===== config.mk =====
export PLATFORM = sky130hd
export DESIGN_NAME = selevy_gpout
export DESIGN_NICKNAME = d
export VERILOG_FILES = /design/src/rtl/selevy_gpout_pkg.sv /design/src/rtl/selevy_clkdiv.sv /design/src/rtl/selevy_gpout.sv
export SDC_FILE = /design/constraint.sdc
export NUM_CORES = 1
export LEC_CHECK = 0
export ABC_AREA = 1
export ABC_CLOCK_PERIOD_IN_PS = 1400
export CORE_AREA = 2 2 73 93
export CTS_CLUSTER_SIZE = 24
export DETAILED_ROUTE_END_ITERATION = 8
export DIE_AREA = 0 0 75 95
export PLACE_DENSITY = 0.86
export RECOVER_POWER = 50
export SETUP_SLACK_MARGIN = 0.1
export SYNTH_ARGS = -nofsm -noshare
export SYNTH_HDL_FRONTEND = slang
export SYNTH_SLANG_ARGS = --single-unit

===== constraint.sdc =====
create_clock -name CLK -period 1.4 [get_ports CLK]
set_input_delay 0.35 -clock CLK [delete_from_list [all_inputs] [get_ports CLK]]
set_output_delay 0.35 -clock CLK [all_outputs]
set_load 0.02 [all_outputs]

===== src/rtl/selevy_gpout_pkg.sv =====
// Shared register map, mode encodings and CTRL field layout for the
// selevy general-purpose output block.
package selevy_gpout_pkg;

  localparam logic [3:0] GPOUT_CTRL = 4'd8;
  localparam logic [3:0] GPOUT_DIV  = 4'd9;

  localparam int CTRL_EN_BIT   = 0;
  localparam int CTRL_MODE_LSB = 1;

  typedef enum logic [1:0] {
    MODE_STATIC = 2'b00,
    MODE_BLINK  = 2'b01,
    MODE_ROTATE = 2'b10,
    MODE_RSVD   = 2'b11
  } mode_e;

  typedef struct packed {
    logic        we;
    logic [3:0]  addr;
    logic [31:0] wdata;
  } wr_req_t;

  // Bit offset of MODE[ch] inside CTRL.
  function automatic int ctrl_mode_pos(input int ch);
    return CTRL_MODE_LSB + 2 * ch;
  endfunction

endpackage


===== src/rtl/selevy_clkdiv.sv =====
// Programmable divider: out_clk half period is div+1 CLK cycles; tick marks
// the cycle in which out_clk has just risen.
module selevy_clkdiv #(
  parameter int DIVW = 8
) (
  input  logic            CLK,
  input  logic            reset,
  input  logic            en,
  input  logic [DIVW-1:0] div,
  input  logic            div_we,
  output logic            out_clk,
  output logic            tick
);

  logic [DIVW-1:0] cnt_q, cnt_d;
  logic            out_clk_q, out_clk_d;
  logic            tick_q, tick_d;

  always_comb begin
    cnt_d     = cnt_q + 1'b1;
    out_clk_d = out_clk_q;
    tick_d    = 1'b0;
    if (!en) begin
      cnt_d     = '0;
      out_clk_d = 1'b0;
    end else if (div_we) begin
      // Restart the period on a DIV rewrite so a smaller DIV never wraps.
      cnt_d = '0;
    end else if (cnt_q == div) begin
      cnt_d     = '0;
      out_clk_d = ~out_clk_q;
      tick_d    = ~out_clk_q;
    end
  end

  always_ff @(posedge CLK) begin
    if (reset) begin
      cnt_q     <= '0;
      out_clk_q <= 1'b0;
      tick_q    <= 1'b0;
    end else begin
      cnt_q     <= cnt_d;
      out_clk_q <= out_clk_d;
      tick_q    <= tick_d;
    end
  end

  assign out_clk = out_clk_q;
  assign tick    = tick_q;

endmodule


===== src/rtl/selevy_gpout.sv =====
// NCH memory-mapped output channels (static / blink / rotate) stepped by a
// programmable divided clock, with a combinational register read port.
module selevy_gpout
  import selevy_gpout_pkg::*;
#(
  parameter int GW   = 4,
  parameter int NCH  = 2,
  parameter int DIVW = 8
) (
  input  logic              CLK,
  input  logic              reset,
  input  logic              we,
  input  logic [3:0]        addr,
  input  logic [31:0]       wdata,
  output logic [31:0]       rdata,
  output logic [NCH*GW-1:0] gout,
  output logic              out_clk,
  output logic              tick
);

  wr_req_t req;
  assign req = '{we: we, addr: addr, wdata: wdata};

  logic wr_ctrl, wr_div;
  assign wr_ctrl = req.we && (req.addr == GPOUT_CTRL);
  assign wr_div  = req.we && (req.addr == GPOUT_DIV);

  logic                 en_q, en_d;
  logic [NCH-1:0][1:0]  mode_q, mode_d;
  logic [DIVW-1:0]      div_q, div_d;
  logic [NCH-1:0][GW-1:0] data_all;
  logic                 tick_w;

  always_comb begin
    en_d   = en_q;
    mode_d = mode_q;
    div_d  = div_q;
    if (wr_ctrl) begin
      en_d = req.wdata[CTRL_EN_BIT];
      for (int i = 0; i < NCH; i++) mode_d[i] = req.wdata[ctrl_mode_pos(i) +: 2];
    end
    if (wr_div) div_d = req.wdata[DIVW-1:0];
  end

  always_ff @(posedge CLK) begin
    if (reset) begin
      en_q   <= 1'b0;
      mode_q <= '0;
      div_q  <= '0;
    end else begin
      en_q   <= en_d;
      mode_q <= mode_d;
      div_q  <= div_d;
    end
  end

  selevy_clkdiv #(.DIVW(DIVW)) u_clkdiv (
    .CLK     (CLK),
    .reset   (reset),
    .en      (en_q),
    .div     (div_q),
    .div_we  (wr_div),
    .out_clk (out_clk),
    .tick    (tick_w)
  );
  assign tick = tick_w;

  for (genvar i = 0; i < NCH; i++) begin : g_ch
    logic [GW-1:0] data_q, data_d, gout_q, gout_d;
    logic          phase_q, phase_d;
    logic          wr_data, load;

    assign wr_data = req.we && (req.addr == 4'(i));
    // A data write or a mode change reloads the visible value and beats any tick.
    assign load    = wr_data || (wr_ctrl && (mode_d[i] != mode_q[i]));

    always_comb begin
      data_d  = wr_data ? req.wdata[GW-1:0] : data_q;
      gout_d  = gout_q;
      phase_d = phase_q;
      if (load) begin
        gout_d  = data_d;
        phase_d = 1'b1;
      end else begin
        case (mode_e'(mode_q[i]))
          MODE_BLINK: if (tick_w) begin
            phase_d = ~phase_q;
            gout_d  = phase_q ? '0 : data_q;
          end
          MODE_ROTATE: if (tick_w) gout_d = (gout_q << 1) | (gout_q >> (GW - 1));
          default: gout_d = data_q;
        endcase
      end
    end

    always_ff @(posedge CLK) begin
      if (reset) begin
        data_q  <= '0;
        gout_q  <= '0;
        phase_q <= 1'b0;
      end else begin
        data_q  <= data_d;
        gout_q  <= gout_d;
        phase_q <= phase_d;
      end
    end

    assign data_all[i]       = data_q;
    assign gout[i*GW +: GW]  = gout_q;
  end

  always_comb begin
    rdata = '0;
    for (int i = 0; i < NCH; i++) begin
      if (req.addr == 4'(i)) rdata[GW-1:0] = data_all[i];
    end
    if (req.addr == GPOUT_CTRL) begin
      rdata[CTRL_EN_BIT] = en_q;
      for (int i = 0; i < NCH; i++) rdata[ctrl_mode_pos(i) +: 2] = mode_q[i];
    end
    if (req.addr == GPOUT_DIV) rdata[DIVW-1:0] = div_q;
  end

  // Upper write-data bits are architecturally ignored.
  logic unused_wdata;
  assign unused_wdata = ^req.wdata;

endmodule


# --- Word level (Yosys, flattened, before mapping) ---
# Cells that the tools add are included.
op_classes:
  eq_ne: 14
  bitwise: 8
  reduce_logical: 21
  addsub: 1
  mux: 23
ops:
  columns: ["operator", "n"]
  rows:
  - ["$mux W4", 13]
  - ["$pmux W4 S2", 2]
  - ["$ne A3 B2 Y1 const B", 4]
  - ["$reduce_and A2 Y1", 5]
  - ["$add A8 B1 Y8 const B", 1]
  - ["$eq A4 B4 Y1 const B", 2]
  - ["$eq A8 B8 Y1", 1]
  - ["$mux W8", 1]
  - ["$or A4 B1 Y4", 2]
  - ["$reduce_bool A2 Y1", 4]
  - ["$reduce_or A4 Y1", 2]
  - ["$logic_and A1 B1 Y1", 6]
  - ["$mux W1", 6]
  - ["$not A1 Y1", 6]
  - ["$mux W5", 1]
  - ["$eq A2 B1 Y1 const B", 2]
  - ["$eq A2 B2 Y1 const B", 2]
  - ["$eq A4 B1 Y1 const B", 1]
  - ["$logic_not A4 Y1", 1]
  - ["$ne A2 B2 Y1", 2]
  - ["$logic_or A1 B1 Y1", 2]
  - ["$reduce_or A2 Y1", 1]
word_totals:
  wordCells: 80
  ff_bits: 41
  inputBits: 39

# --- Logic depth before layout (Yosys ltp) ---
# Gate-level depths: netlist of the first run.
depth:
  word_depth: 8
  ltp_mapped: 10
  depth_no_buf: 10

# --- Hierarchy ---
# A second synthesis of the first run with hierarchy kept.
unflattened:
  hier_cells: 378
  hier_area_um2: 2563.7
modules_own_cells:
  columns: ["module", "area_each_um2", "cells_each", "n_inst"]
  rows:
  - ["selevy_gpout", 2025.7, 303, 1]
  - ["selevy_clkdiv", 538.0, 75, 1]

# --- Worst setup path after synthesis of the first run ---
# OpenSTA, ideal clock, no wires.
synth_path:
  path_type: "input to output"
  startpoint: "input addr[2]"
  endpoint: "output rdata[1]"
  required_time_ns: 1.050
  path_stages: 6
  arrival_time_ns: 1.274
  path_slack_ns: -0.224
  cell_sequence: "nor2_2 > buf_2 > nand2_1 > o22ai_1 > a21oi_1 > o21ai_0"
synth_between:
  elab_chain_cells: 5
  word_cells_on_any_way: 8
  cone_classes: "eq/ne: 3; mux: 4; reduce/logical: 1"
synth_lines:
  columns: ["element", "line_no", "source"]
  rows:
  - ["start: declaration", "selevy_gpout.sv:13", "input logic [3:0] addr,"]
  - ["$logic_not A4 Y1", "selevy_gpout.sv:115", "if (req.addr == 4'(i)) rdata[GW-1:0] = data_all[i];"]
  - ["$mux W4 (2 in a row)", "selevy_gpout.sv:115", null]
  - ["$mux W5", "selevy_gpout.sv:117", "if (req.addr == GPOUT_CTRL) begin"]
  - ["$mux W8 *", "selevy_gpout.sv:121", "if (req.addr == GPOUT_DIV) rdata[DIVW-1:0] = div_q;"]
  - ["end: declaration", "selevy_gpout.sv:15", "output logic [31:0] rdata,"]
# Every way passes the cells marked *; elsewhere a longest branch is shown, timed or not.

# --- Final worst setup path of the first run ---
layout_path:
  startpoint: "register g_ch[0].data_q[2]"
  endpoint: "output rdata[2]"
layout_between:
  elab_chain_cells: 4
layout_lines:
  columns: ["element", "line_no", "source"]
  rows:
  - ["start: declaration", "selevy_gpout.sv:69", "logic [GW-1:0] data_q, data_d, gout_q, gout_d;"]
  - ["start signal: assignment", "selevy_gpout.sv:102", "data_q <= data_d;"]
  - ["$mux W4 (2 in a row)", "selevy_gpout.sv:115", null]
  - ["$mux W5", "selevy_gpout.sv:117", null]
  - ["$mux W8", "selevy_gpout.sv:121", null]
# No other way between the ends.

==> impl_metrics.csv, run 1 <==
group,metric,value,unit
clock_tree,clkLatencyLatePin,0.33,ns
status,outcome,"finished with violations",
drt,via_per_inst,5.75,
clock_tree,h-tree-depth,2,
setup_path,crit_path_top_delay_cell,"dfxtp_1",
sta,setup_viol,28,
setup_path,path_depth,5,
grt,grt_max_degree,19,
synthesis,synth_most_common_cell,"nand2_1",
floorplan,row_count,33,
setup_path,arrival,1.46,ns
drt,first_iter_violations,527,
layout,nNetsFinal,526,
synthesis,yosysWarnings,0,
pwr,ir_drop,468,uV
drt,drc,0,
synthesis,netlist.area_leader.share,32.0,%
setup_path,worst-path-buf-inv,2,
place,hpwlAfterDp,5.33,mm
min_path,worst_hold_path.endpoint,"g_ch[0].data_q[3]",
setup_path,start_kind,"flop",
clock_tree,clk_pin_slew,0.08,ns
setup_path,reg2reg_slack,-0.12,ns
synthesis,synth_area_leader_cell,"dfxtp_1",
run,drv_cap,0,
grt,gr-total-overflow,0,
place,place_inst,544,
floorplan,die_h,95,microns
min_path,hold_depth,3,
layout,antenna_cells,0,
setup_path,crit_required,1.05,ns
synthesis,synth_async_sr_flop_share,0,%
synthesis,synth_edf_count,0,
min_path,hold_class,"in2reg",
floorplan,die_w,75,microns
place,pre_cts_ws,-1.12,ns
layout,drive_above_1_share,40.4,%
drt,wl_per_cell,21.0,microns
synthesis,syn-cell-area,2570,sq um
grt,grt_pass1_wl,15.2,mm
layout,synthToLayoutAreaGrowth,61.2,%
floorplan,core,6320,sq um
grt,grt_use_total,29.1,%
setup_path,crit_family,"flip-flops",
clock_tree,cts.sinks,41,
sta,period_share,129,%
setup_path,worstRegToRegCells,11,
floorplan,die_area,7130,sq um
clock_tree,cts_root_buf,"clkbuf_8",
synthesis,synth_cell_types,27,
sta,rsz0062_at_grt,"yes",
min_path,hold_start,"reset",
place,portBuffers,32,
setup_path,slowest_delay,0.33,ns
synthesis,synth_cells,367,
setup_path,r2r-start,"mode_q[3]",
synthesis,postSynthAreaPerCell,7.00,sq um
pwr,totalPowerFinal,3.02,mW
place,place_area,3560,sq um
layout,utilization,65.5,%
layout,stdcell_count,570,
synthesis,ys_seq_area_share,32.0,%
setup_path,crit_path_max_fanout,2,
setup_path,crit_type,"reg2out",
sta,fin_crit,1.81,ns
grt,grt_pass1_vias,3194,
drt,drt-total-wl,12.0,mm
sta,hold_viol_final,0,
sta,fin_skew,0.00255,ns
drt,antenna_left,0,
drt,dr.pass1.iters,9,
drt,vias,3275,
sta,layout_setup_ws,-0.408,ns
sta,hold_slack,0.493,ns
setup_path,path_cells,"inv_1 -> o22ai_2 -> nor2_2 -> o21ai_4 -> buf_6",
place,gp_congestion,0.930,
setup_path,regToRegEndpoint,"g_ch[1].gout_q[3]",
synthesis,synthTopCellsByCount,"nand2_1 (65), nor2_1 (50), inv_1 (49)",
clock_tree,cts_buffers,5,
floorplan,ios,81,
sta,setup_tns,-2.61,ns
floorplan,initial_core_util,40.6,%
synthesis,yosys_most_used_dff,"dfxtp_1",
setup_path,critPathCaptureType,"output pin",
grt,antenna_found_initial,0,
clock_tree,cts_tree,"done",
pwr,power.density,729,nW/um^2
layout,fin_area,4140,sq um
clock_tree,cts_hold_buf,0,
clock_tree,clockBufferDepth,2,
status,violations,"negative setup slack",
pwr,p_leak,1.84,nW
sta,max_freq,0.553,GHz
synthesis,yosys-top-cells-area,"dfxtp_1 (32%), nand2_1 (9.5%), buf_4 (7.6%)",
sta,drv_slew,0,
synthesis,synth-seq-cells,41,
worst max path at each step:
stage | startpoint | end
after floorplan | addr[3] | rdata[1]
after global placement | addr[3] | rdata[2]
after detailed placement | addr[3] | rdata[1]
after CTS | addr[0] | rdata[4]
after global routing | g_ch[0].data_q[2] | rdata[2]
final | g_ch[0].data_q[2] | rdata[2]
worst min-delay path, cell delays in order:
cell and delay [ns]:
dlymetal6s2s_1 0.22, buf_4 0.17, nor2_1 0.04
where the power goes:
group | switching (mW) | internal (mW)
Combinational | 0.377 | 0.233
Sequential | 0.0240 | 1.19
Clock | 0.488 | 0.709
repair_timing:
action | in CTS | in global routing
setup buffers | 6 | 9
endpoints found under the setup margin | 59 | 40
pin swaps | 36 | 26
gates cloned | 3 | 1
resized for setup | 166 | 50
flip-flops by register name, indices dropped and copies added, names as in the netlist:
register	count
div_q	8
g_ch.phase_q	2
en_q	1
u_clkdiv.tick	1
u_clkdiv.out_clk	1
mode_q	4
u_clkdiv.cnt_q	8
g_ch.gout_q	8
g_ch.data_q	8
cell type report:
cell class	instances	area [sq um]
Clock inverter	3	65.1
Fill cell	427	2180
Timing Repair Buffer	116	1030
Multi-Input combinational cell	269	1830
Tap cell	87	109
Sequential cell	41	835
Clock buffer	5	68.8
Inverter	49	206
kinds of logic after synthesis:
kind of cell               count (synthesis)  synth area share [%]
and+or+nand+nor                          169                  31.1
buffers and inverters                     84                  16.9
AOI/OAI and AO/OA                         48                  11.0
DFF                                       41                  32.0
xor gates and xnor gates                  19                  6.48
adders and majority gates                  5                  2.44
other                                      1                 0.146
routing by layer:
layer | up-vias | share of wire, % | track usage [%]
met5 | - | 0 | 0
met4 | 0 | 11 | 22.8
met3 | 117 | 9.6 | 7.68
met2 | 280 | 49 | 51.4
met1 | 1519 | 31 | 27.4
li1 | 1359 | - | -
placed cells by master (no fill, tap or decap), types with 5 or more instances in the layout:
cell type,Yosys,final
nor2_2,2,5
xnor2_1,9,7
nand3_1,24,24
clkbuf_8,0,5
dfxtp_2,0,5
xor2_1,10,9
nor2_4,2,11
buf_6,2,29
nor2_1,50,38
nand4_1,17,17
nand2_4,3,5
dfxtp_1,41,34
inv_2,0,12
conb_1,1,24
a21oi_1,15,11
clkbuf_1,3,7
nand2_1,65,59
dlygate4sd2_1,0,5
inv_1,49,33
buf_4,26,58
a21oi_2,8,9
o21ai_4,0,6
o21ai_0,19,11
Note: power is estimated with default switching activity, not from simulation.
==> run 2, diff against run 1 <==
- CELL_PAD_IN_SITES_DETAIL_PLACEMENT: unset -> 1
- CELL_PAD_IN_SITES_GLOBAL_PLACEMENT: unset -> 1
- CORE_AREA: 2 2 73 93 -> 2 2 88 111
- CTS_CLUSTER_DIAMETER: unset -> 60
- DIE_AREA: 0 0 75 95 -> 0 0 90 113
- PLACE_DENSITY: 0.86 -> 0.85
- SLEW_MARGIN: unset -> 20
==> run 2 against run 1 <==
The flow still finishes with violations (negative setup slack); final area rose by 5.0%; global-route usage fell by 5.8 points; clock skew rose by 0.0048 ns; routed wire length rose by 11%; worst hold slack improved by 0.044 ns; register-to-register slack barely moved; largest power group is now the clock network.
==> impl_metrics.csv, run 2 (synthesized netlist as in run 1, its figures left out) <==
group,metric,value,unit
clock_tree,clockBufferDepth,2,
layout,fin_area,4350,sq um
sta,drv_slew,0,
sta,fin_skew,0.00730,ns
sta,fin_crit,1.62,ns
place,hpwlAfterDp,7.25,mm
sta,layout_setup_ws,-0.222,ns
grt,grt_use_met1,23.2,%
sta,hold_viol_final,0,
floorplan,row_count,39,
setup_path,reg2reg_slack,-0.13,ns
drt,dr.pass1.iters,5,
pwr,ir_drop,540,uV
place,portBuffers,32,
clock_tree,cts_hold_buf,0,
floorplan,die_h,113,microns
clock_tree,clk_pin_slew,0.06,ns
grt,met3_usage,4.39,%
grt,grt_use_total,23.3,%
setup_path,arrival,1.27,ns
grt,grt_pass1_wl,18.4,mm
floorplan,initial_core_util,28.3,%
grt,grt_busiest_layer,"met2",
clock_tree,cts_root_buf,"clkbuf_16",
layout,nNetsFinal,520,
floorplan,core,9080,sq um
layout,mostFrequentLayoutCells,"buf_4 (56), nand2_1 (47), dfxtp_1 (36)",
place,place_area,3580,sq um
setup_path,r2r-start,"mode_q[0]",
run,drv_cap,0,
clock_tree,clkLatencyLatePin,0.29,ns
grt,use_met2,45.9,%
pwr,power.density,741,nW/um^2
layout,antenna_cells,0,
floorplan,die_w,90,microns
floorplan,die_area,10200,sq um
setup_path,crit_type,"reg2out",
clock_tree,h-tree-depth,2,
grt,grt_pass1_vias,3290,
setup_path,regToRegEndpoint,"g_ch[0].gout_q[2]",
clock_tree,cts.sinks,41,
drt,wl_per_cell,22.2,microns
grt,grt_max_degree,20,
sta,setup_tns,-2.25,ns
setup_path,critPathCaptureType,"output pin",
grt,antenna_found_initial,0,
drt,vias,3034,
sta,max_freq,0.617,GHz
floorplan,ios,81,
drt,first_iter_violations,172,
min_path,hold_class,"reg2reg",
layout,final_common_cell,"buf_4",
place,pre_cts_ws,-1.19,ns
setup_path,crit_start,"en_q",
min_path,hold_depth,1,
layout,synthToLayoutAreaGrowth,69.2,%
drt,drt-total-wl,13.3,mm
sta,setup_viol,27,
sta,rsz0062_at_grt,"yes",
drt,via_per_inst,5.06,
grt,gr-total-overflow,0,
setup_path,crit_required,1.05,ns
layout,utilization,47.9,%
setup_path,worstRegToRegCells,10,
drt,antenna_left,0,
layout,drive_above_1_share,47.6,%
status,violations,"negative setup slack",
setup_path,crit_path_max_fanout,2,
status,outcome,"finished with violations",
clock_tree,cts_buffers,5,
setup_path,cp-endpoint,"rdata[0]",
clock_tree,cts_tree,"done",
setup_path,start_kind,"flop",
pwr,p_leak,1.87,nW
drt,drc,0,
sta,period_share,116,%
place,gp_congestion,0.864,
-- run 2: report_power, final --
group	switching (mW)	internal, mW
Combinational	0.384	0.233
Sequential	0.0261	1.19
Clock	0.542	0.848
-- run 2: layout make-up --
type                            instances  area, sq um
Fill cell                            1049         4730
Multi-Input combinational cell        266         1940
Timing Repair Buffer                  113         1040
Sequential cell                        41          832
Inverter                               49          211
Tap cell                              123          154
Clock buffer                            6          129
Clock inverter                          2         38.8
-- run 2: worst min-delay path by stage --
stage	slack, ns	from	end
2_1_floorplan	0.44	u_clkdiv.cnt_q[0]	u_clkdiv.cnt_q[0]
3_3_place_gp	0.46	u_clkdiv.cnt_q[0]	u_clkdiv.cnt_q[0]
3_5_place_dp	0.48	u_clkdiv.cnt_q[0]	u_clkdiv.cnt_q[0]
4_1_cts	0.50	u_clkdiv.cnt_q[0]	u_clkdiv.cnt_q[0]
5_1_grt	0.55	u_clkdiv.cnt_q[0]	u_clkdiv.cnt_q[0]
6_report	0.54	u_clkdiv.cnt_q[0]	u_clkdiv.cnt_q[0]
-- run 2: layer usage --
metal / share of wire (%) / vias to the layer above
li1: - / 1341
met1: 36 / 1492
met2: 53 / 140
met3: 4.5 / 61
met4: 6.7 / 0
met5: 0 / -
-- run 2: critical path, cell delays in order (launching register included) --
cell and delay (ns):
dfxtp_1 0.42, inv_1 0.11, nor2_1 0.17, nor2_2 0.09, o21ai_4 0.06, buf_6 0.13
-- run 2: through the flow --
step	std cells	hold slack [ns]	power (mW)
6_report	600	0.537	3.22
5_1_grt	600	0.554	3.31
4_1_cts	593	0.497	3.11
3_5_place_dp	577	0.476	1.72
3_3_place_gp	577	0.463	1.70
2_1_floorplan	390	0.441	1.55
-- run 2: repair_timing --
item,in CTS,in global routing
endpoints found under the hold margin,0,0
pin swaps,21,41
cloned,1,1
gates resized for setup,157,101
buffers inserted,8,9
endpoints found under the setup margin,59,55
==> edit (config.mk and constraints of run 1) <==
`DIVW` is set to 8 in 2 places; all go to 9.
--- a/src/rtl/selevy_clkdiv.sv
+++ b/src/rtl/selevy_clkdiv.sv
@@ -1,7 +1,7 @@
 // Programmable divider: out_clk half period is div+1 CLK cycles; tick marks
 // the cycle in which out_clk has just risen.
 module selevy_clkdiv #(
-  parameter int DIVW = 8
+  parameter int DIVW = 9
 ) (
   input  logic            CLK,
   input  logic            reset,
--- a/src/rtl/selevy_gpout.sv
+++ b/src/rtl/selevy_gpout.sv
@@ -5,7 +5,7 @@
 #(
   parameter int GW   = 4,
   parameter int NCH  = 2,
-  parameter int DIVW = 8
+  parameter int DIVW = 9
 ) (
   input  logic              CLK,
   input  logic              reset,
Behaviour: not the same (Yosys sat finds a counterexample within 4 cycles, from zero or initial values and one cycle with reset high).
==> edit against run 1 <==
The run still ends with negative setup slack left; total power is 6.2% lower; via count rose by 0.76%; area after synthesis is 3.5% higher; sequential share of layout area increased by 0.26 points; cell area increased by 5.7%; utilization increased by 3.7 points; global-route usage down 0.79 points; wire length decreased by 4.0%; synthesized cell count increased by 6.5%; worst setup slack improved by 0.19 ns; combinational power is 3.9% higher; sequential cell count increased by 2; critical path depth did not move; final cell count increased by 2.5%; critical path type unchanged; critical endpoint is now rdata[0]; largest power group unchanged; highest routed layer unchanged.
==> edit: results (changes against run 1) <==
largest net degree at the start of global routing = 21 (was 19)
Hold Path Origin = u_clkdiv.cnt_q[0] (was reset)
origin of the critical flop-to-flop path = div_q[8] (was mode_q[3])
RePlAce Congestion = 0.932 (was 0.930)
Clock Skew = 0.0139 ns (was 0.00255 ns)
R2R Setup Slk = -0.09 ns (was -0.12 ns)
FILL cells = 389 (was 427)
Cells after Synth = 391 (was 367)
Worst-path clk slew = 0.10 ns (was 0.08 ns)
P_int = 1.94 mW (was 2.13 mW)
HP Class = flip-flop to flip-flop (was input port to flip-flop)
status = finished, violations left (unchanged)
vias in the first global route = 3161 (was 3194)
via count = 3300 (was 3275)
Hold Crit Depth = 1 (was 3)
reg2reg end = u_clkdiv.cnt_q[7] (was g_ch[1].gout_q[3])
Leakage = 1.84 nW (about the same)
DR vias/cell = 5.65 (was 5.75)
largest cells by area after synthesis = dfxtp_1 (32%), nand2_1 (11%), inv_1 (7.6%) (was dfxtp_1 (32%), nand2_1 (9.5%), buf_4 (7.6%))
P_seq = 1.27 mW (was 1.21 mW)
xor-xnor portion of the synthesized cell area = 0.0528 (was 0.0648)
Crit. Startpoint = g_ch[0].data_q[0] (was g_ch[0].data_q[2])
Largest regs = div_q (9), u_clkdiv.cnt_q (9)
IO buf count = 34 (was 32)
Layout Nets = 540 (was 526)
Post-synth top cells = nand2_1 (78), inv_1 (54), nor2_1 (53) (was nand2_1 (65), nor2_1 (50), inv_1 (49))
Largest stage delay, worst path = 0.40 ns (was 0.33 ns)
post-synth top area cell = dfxtp_1 (unchanged)
Synth Area in Compound Gates = 0.108 (was 0.110)
Total Routing Usage GR = 0.283 (was 0.291)
Root Driver = clkbuf_8 (unchanged)
Adder-Cell Fraction of Synth Area = 0.0236 (was 0.0244)
CTS Buf Count = 5 (unchanged)
routed len/inst = 19.7 um (was 21.0 um)
first-pass GRT wire length = 15100 um (was 15200 um)
Seq/Total Area, Yosys = 0.324 (was 0.320)
Tot Pwr = 2.83 mW (was 3.02 mW)
Peak VDD IR = 0.886 mV (was 0.468 mV)
drt pass-1 iters = 5 (was 9)
Crit path arrival time = 1.27 ns (was 1.46 ns)
setup ws final = -0.218 ns (was -0.408 ns)
Setup WS pre-CTS = -1.21 ns (was -1.12 ns)
failing checks = negative setup slack (unchanged)
clock buffer depth = 2 (unchanged)
Layout area overhead = 64.7% (was 61.2%)
worst-skew pair later-pin latency = 0.32 ns
crit path capture = rdata[0] (was rdata[2])
final setup violation count = 30 (was 28)
Iteration-0 DRC Markers = 253 (was 527)
setup TNS = -2.57 ns (was -2.61 ns)
worst hold endpoint = u_clkdiv.cnt_q[0] (was g_ch[0].data_q[3])
DP Area = 3520 um^2 (was 3560 um^2)
Hold WS = 0.476 ns (was 0.493 ns)
share of post-route cells with drive strength above 1 = 0.497 (was 0.404)
post-placement cell count = 553 (was 544)
DP HPWL = 5460 um (was 5330 um)
Clock Power Share = 0.329 (was 0.397)
synth unique cells = 25 (was 27)
edit: final cells by class:
type                    instances  area share
multi-input cells             284       0.463
clock inverters                 1     0.00172
repair buffers                107       0.233
well taps                      87      0.0249
clock buffers                   7      0.0220
inverters                      55      0.0512
flip-flops and latches         43       0.204
edit: worst max-delay path, delay by kind of cell (launching register included):
kind,cells,cell delay (ns)
buf+inv,2,0.21
flops,1,0.40
compound gates,2,0.25
simple gates,1,0.07
edit: routing by layer:
| layer | up-vias | global-route usage | share of wire |
|---|---|---|---|
| li1 | 1423 | - | - |
| met3 | 100 | 0.0587 | 0.076 |
| met5 | - | 0 | 0 |
| met4 | 0 | 0.176 | 0.083 |
| met2 | 244 | 0.520 | 0.51 |
| met1 | 1533 | 0.278 | 0.33 |
edit: timing repair:
action | in CTS | in global routing
pin swaps | 45 | 48
setup endpoints to repair | 62 | 44
buffers inserted | 11 | 8
hold buffers | 0 | 0
cloned | 3 | 1
resized for setup | 193 | 90
endpoints found under the hold margin | 0 | 0
